<file path="config.mk">
export PLATFORM = sky130hd
export DESIGN_NAME = serial_adder_ctrl
export DESIGN_NICKNAME = d
export VERILOG_FILES = /design/src/rtl/serial_adder_ctrl.sv
export SDC_FILE = /design/constraint.sdc
export NUM_CORES = 1
export LEC_CHECK = 0
export BUFFER_PORTS_ARGS = -buffer_cell sky130_fd_sc_hd__buf_4
export CAP_MARGIN = 10
export CORE_MARGIN = 1.5
export CORE_UTILIZATION = 45
export DETAILED_ROUTE_END_ITERATION = 10
export PLACE_DENSITY = 0.8
export SYNTH_ARGS = -nofsm -noshare
export SYNTH_HDL_FRONTEND = slang
export SYNTH_SLANG_ARGS = --single-unit
</file>
<file path="constraint.sdc">
create_clock -name clk -period 2.45 [get_ports clk]
set_input_delay 0 -clock clk [delete_from_list [all_inputs] [get_ports clk]]
set_output_delay 0 -clock clk [all_outputs]
set_load 0.02 [all_outputs]
</file>
<file path="src/rtl/serial_adder_ctrl.sv">
// Bit-serial adder: one NAND-built full-adder slice reused LSB first, {carry,sum} = A + B + cin.
// done pulses WIDTH+1 edges after the start edge (counting the start edge as edge 1); start is ignored outside IDLE.
module serial_adder_ctrl #(
    parameter int WIDTH = 8
) (
    input  logic             clk,
    input  logic             rst_n,
    input  logic             start,
    input  logic [WIDTH-1:0] A,
    input  logic [WIDTH-1:0] B,
    input  logic             cin,
    output logic [WIDTH-1:0] sum,
    output logic             carry,
    output logic             busy,
    output logic             done
);
    localparam int             CW   = $clog2(WIDTH + 1);
    localparam logic [CW-1:0]  LAST = CW'(WIDTH - 1);

    typedef enum logic [1:0] {
        IDLE = 2'b00,
        ADD  = 2'b01,
        DONE = 2'b10
    } state_t;

    state_t           r_state;
    state_t           w_next;
    logic [WIDTH-1:0] r_a_sh;
    logic [WIDTH-1:0] r_b_sh;
    logic [WIDTH-1:0] r_sum;
    logic             r_carry;
    logic [CW-1:0]    r_cnt;
    logic [CW-1:0]    w_cnt_inc;
    logic [WIDTH-1:0] w_sum_nxt;

    // Full-adder slice: two NAND half adders, carries merged by a final NAND.
    logic w_n1, w_n2, w_n3, w_s1;
    logic w_n4, w_n5, w_n6, w_s;
    logic w_co;

    assign w_n1 = ~(r_a_sh[0] & r_b_sh[0]);
    assign w_n2 = ~(r_a_sh[0] & w_n1);
    assign w_n3 = ~(r_b_sh[0] & w_n1);
    assign w_s1 = ~(w_n2 & w_n3);
    assign w_n4 = ~(w_s1 & r_carry);
    assign w_n5 = ~(w_s1 & w_n4);
    assign w_n6 = ~(r_carry & w_n4);
    assign w_s  = ~(w_n5 & w_n6);
    assign w_co = ~(w_n1 & w_n4);

    // Ripple incrementer so the counter needs no arithmetic operator.
    always_comb begin
        logic w_c;
        w_cnt_inc = '0;
        w_c       = 1'b1;
        for (int i = 0; i < CW; i++) begin
            w_cnt_inc[i] = r_cnt[i] ^ w_c;
            w_c          = w_c & r_cnt[i];
        end
    end

    always_comb begin
        w_sum_nxt            = r_sum >> 1;
        w_sum_nxt[WIDTH-1]   = w_s;
    end

    always_comb begin
        w_next = IDLE;
        case (r_state)
            IDLE:    w_next = start ? ADD : IDLE;
            ADD:     w_next = (r_cnt == LAST) ? DONE : ADD;
            DONE:    w_next = IDLE;
            default: w_next = IDLE;
        endcase
    end

    always_ff @(posedge clk or negedge rst_n) begin
        if (!rst_n) begin
            r_state <= IDLE;
            r_a_sh  <= '0;
            r_b_sh  <= '0;
            r_sum   <= '0;
            r_carry <= 1'b0;
            r_cnt   <= '0;
        end else begin
            r_state <= w_next;
            case (r_state)
                IDLE: begin
                    if (start) begin
                        r_a_sh  <= A;
                        r_b_sh  <= B;
                        r_carry <= cin;
                        r_cnt   <= '0;
                    end
                end
                ADD: begin
                    r_sum   <= w_sum_nxt;
                    r_a_sh  <= r_a_sh >> 1;
                    r_b_sh  <= r_b_sh >> 1;
                    r_carry <= w_co;
                    r_cnt   <= w_cnt_inc;
                end
                default: ;
            endcase
        end
    end

    assign sum   = r_sum;
    assign carry = r_carry;
    assign busy  = (r_state == ADD);
    assign done  = (r_state == DONE);

endmodule
</file>
==> flow_metrics.py <==
metrics = {
    "worst_setup_path": {
        "r2r-start": "r_state[0]",
        "critPathKind": "reg -> out",
        "rrSetupSlack_ns": 0.73,
        "worstSetupEndpoint": "busy",
        "r2r-end": "sum[7]",
        "cp-start-kind": "register",
        "critPathMaxFanout": 25,
        "worstPathArrival_ns": 1.75,
        "startpoint": "r_state[0]",
        "worstSetupEndpointType": "primary output",
        "required_ns": 2.45,
        "reg2reg_depth": 4,
    },
    "timing": {
        "hold_viol_final": 0,
        "final.setup.tns_ns": 0,
        "final-setup-viol-count": 0,
        "fin_skew_ns": 0.009789,
        "max_freq_ghz": 0.5698,
        "min_period_ns": 1.755,
        "relSlewSlack_pct": 58.65,
        "worst_slew_pin_slew_ns": 0.6203,
        "drv_slew": 0,
        "grt_setup_unrepaired": "false",
        "fin_crit_sh_pct": 71.63,
    },
    "detailed_routing": {
        "dr.pass1.iters": 4,
        "ant_nets": 0,
        "routed_via_density": 5.663,
        "totalWireLength_um": 2746,
        "drt-initial-drc-count": 42,
        "routedWlPerCell_um": 15.69,
        "dr_total_vias": 991,
        "drcViolationCount": 0,
    },
    "cts": {
        "cts_buffer_depth": 2,
        "cts_buffers": 5,
        "cts.htree.levels": 2,
        "clkSinkCount": 31,
        "tritoncts": "yes",
        "root_buffer": "clkbuf_4",
        "insertion_delay_ns": 0.31,
        "clk_pin_slew_ns": 0.09,
    },
    "power": {
        "power_leakage_nw": 0.7569,
        "p_total_mw": 2.316,
        "peakVddDrop_mv": 0.4650,
        "p_per_area_nw_per_um2": 1332,
    },
    "global_route": {
        "grt_pass1_wl_um": 4305,
        "grtUsageTotal_pct": 16.55,
        "grt_overflow": 0,
        "antenna_found_initial": 0,
        "grt_pass1_vias": 920,
        "grt_max_degree": 32,
    },
    "min_path": {
        "hold_class": "in -> reg",
    },
    "floorplanning": {
        "ios": 31,
        "num_rows": 20,
        "die_w_um": 59.74,
        "start_util_pct": 47.46,
        "fp.dieH_um": 59.74,
        "die_area_sq_um": 3569,
        "core_area_sq_um": 3053,
    },
    "synth": {
        "synth_seq_area_share_pct": 53.54,
        "netlist_area_sq_um": 1449,
        "synth-seq-cells": 31,
        "synth_top_area_cell": "dfrtp_1",
        "synthDistinctLibCells": 24,
        "synthXorXnorAreaFrac_pct": 0,
        "synthAdderAreaFrac_pct": 3.109,
        "synth_top_area_share_pct": 53.54,
        "syn_inst": 103,
        "synth_compound_area_share_pct": 16.49,
        "synth-simple-area-share_pct": 15.54,
        "synth.area.top_cells": "dfrtp_1 (54%), o221a_2 (12%), or4b_1 (10%)",
        "muxShareOfSynthArea_pct": 6.908,
        "avgSynthCellArea_sq_um": 14.07,
        "synth_top_family_by_area": "compound AO/OA/AOI/OAI gates",
        "yosysWarningCount": 0,
        "syn-num-nets": 126,
    },
    "layout": {
        "antenna_cells": 0,
        "nNetsFinal": 155,
        "drive_gt1_share_pct": 48.09,
        "area_delta_synth_final_pct": 20.03,
    },
    "placed_design": {
        "globalplace.congestion": 0.7572,
        "io_buffers": 30,
        "hpwl_um": 1888,
    },
    "job": {
        "max_cap_violations": 0,
    },
    "outcome": {
        "status": "complete, no violations",
    },
}
-- worst max-delay path, stage by stage (launching register included) --
cell and delay, ns:
dfrtp_1 0.75, nand2b_1 0.14, buf_4 0.21, inv_1 0.16
buf_4 0.17
-- sequential cells by signal (all words and copies together) (netlist names) --
name and count:
r_a_sh 8, r_b_sh 8, sum 8, r_cnt 4
r_state 2, carry 1
-- logic make-up (layout without fill, tap and decap cells) --
kind of cell               Yosys count  in the layout
DFF                                 31             31
buffers and inverters               13             41
adders and majority gates            3              3
muxes                                9              9
and+or+nand+nor                     24             24
AOI/OAI and AO/OA                   23             23
-- layer usage --
layer / global-route usage, % / part of all wire, %
met1: 21.87 / 45
met2: 25.62 / 49
met3: 6.494 / 5.4
met4: 3.810 / 0
met5: 0 / 0
-- per-stage QoR --
step / std cells / instance area [sq um] / hold WS [ns] / utilization (%) / worst slack (ns)
floorplan: 103 / 1449 / -0.2956 / - / 1.094
CTS: 175 / 1739 / 0.01761 / 56.97 / 0.6517
finish: 175 / 1739 / 0.03474 / 56.97 / 0.6951
global route: 175 / 1739 / 0.02122 / 56.97 / 0.4762
detailed placement: 168 / 1688 / -0.04919 / 55.29 / 0.7158
global placement: 168 / 1688 / -0.05688 / 55.29 / 0.7813
-- report_power, final --
group | internal (mW) | total [mW] | switching [mW]
registers | 0.764 | 0.980 | 0.216
clock network | 0.102 | 0.254 | 0.152
logic | 0.621 | 1.08 | 0.461
-- timing repair --
item / CTS / global route
resized for setup: 0 / 0
buffers inserted: 0 / 0
hold endpoints to repair: 31 / 0
hold buffers: 1 / 0
-- how the worst min path moves through the flow --
stage / startpoint / cells past startpoint / slack [ns] / endpoint
final: B[6] / 3 / 0.03 / r_b_sh[6]
after global routing: B[0] / 3 / 0.02 / r_b_sh[0]
after CTS: B[6] / 3 / 0.02 / r_b_sh[6]
after detailed placement: rst_n / 1 / -0.05 / r_b_sh[6]
after global placement: rst_n / 1 / -0.06 / r_b_sh[5]
after floorplan: rst_n / 0 / -0.30 / carry
-- layout make-up --
type	count	area, sq um
fill	276	1314
multi-input combinational	59	609.3
timing repair buffer	33	250.2
clock buffer	6	41.29
tap	44	55.05
inverter	2	7.507
sequential	31	775.7
-- Yosys cell counts, drive strengths merged --
cell type,count
or4b,15
nor3b,2
clkbuf,4
o21ba,1
a22o,2
a211o,2
ha,2
fa,1
a41oi,1
o221a,15
o221ai,1
nand2b,2
inv,2
buf,7
nor2b,1
o21bai,1
dfrtp,31
nand3b,1
and4bb,2
and4,1
mux2i,1
mux2,8
-- layout by cell type (no fill, tap or decap), types with 2 or more instances in the layout --
cell type / n
or4b_1: 15
a211o_1: 2
buf_4: 32
mux2_2: 8
inv_1: 2
dfrtp_1: 31
a22o_1: 2
ha_1: 2
nor3b_1: 2
clkbuf_4: 5
nand2b_1: 2
o221a_2: 15
and4bb_2: 2
No activity file was read; power rests on OpenSTA's default activity.
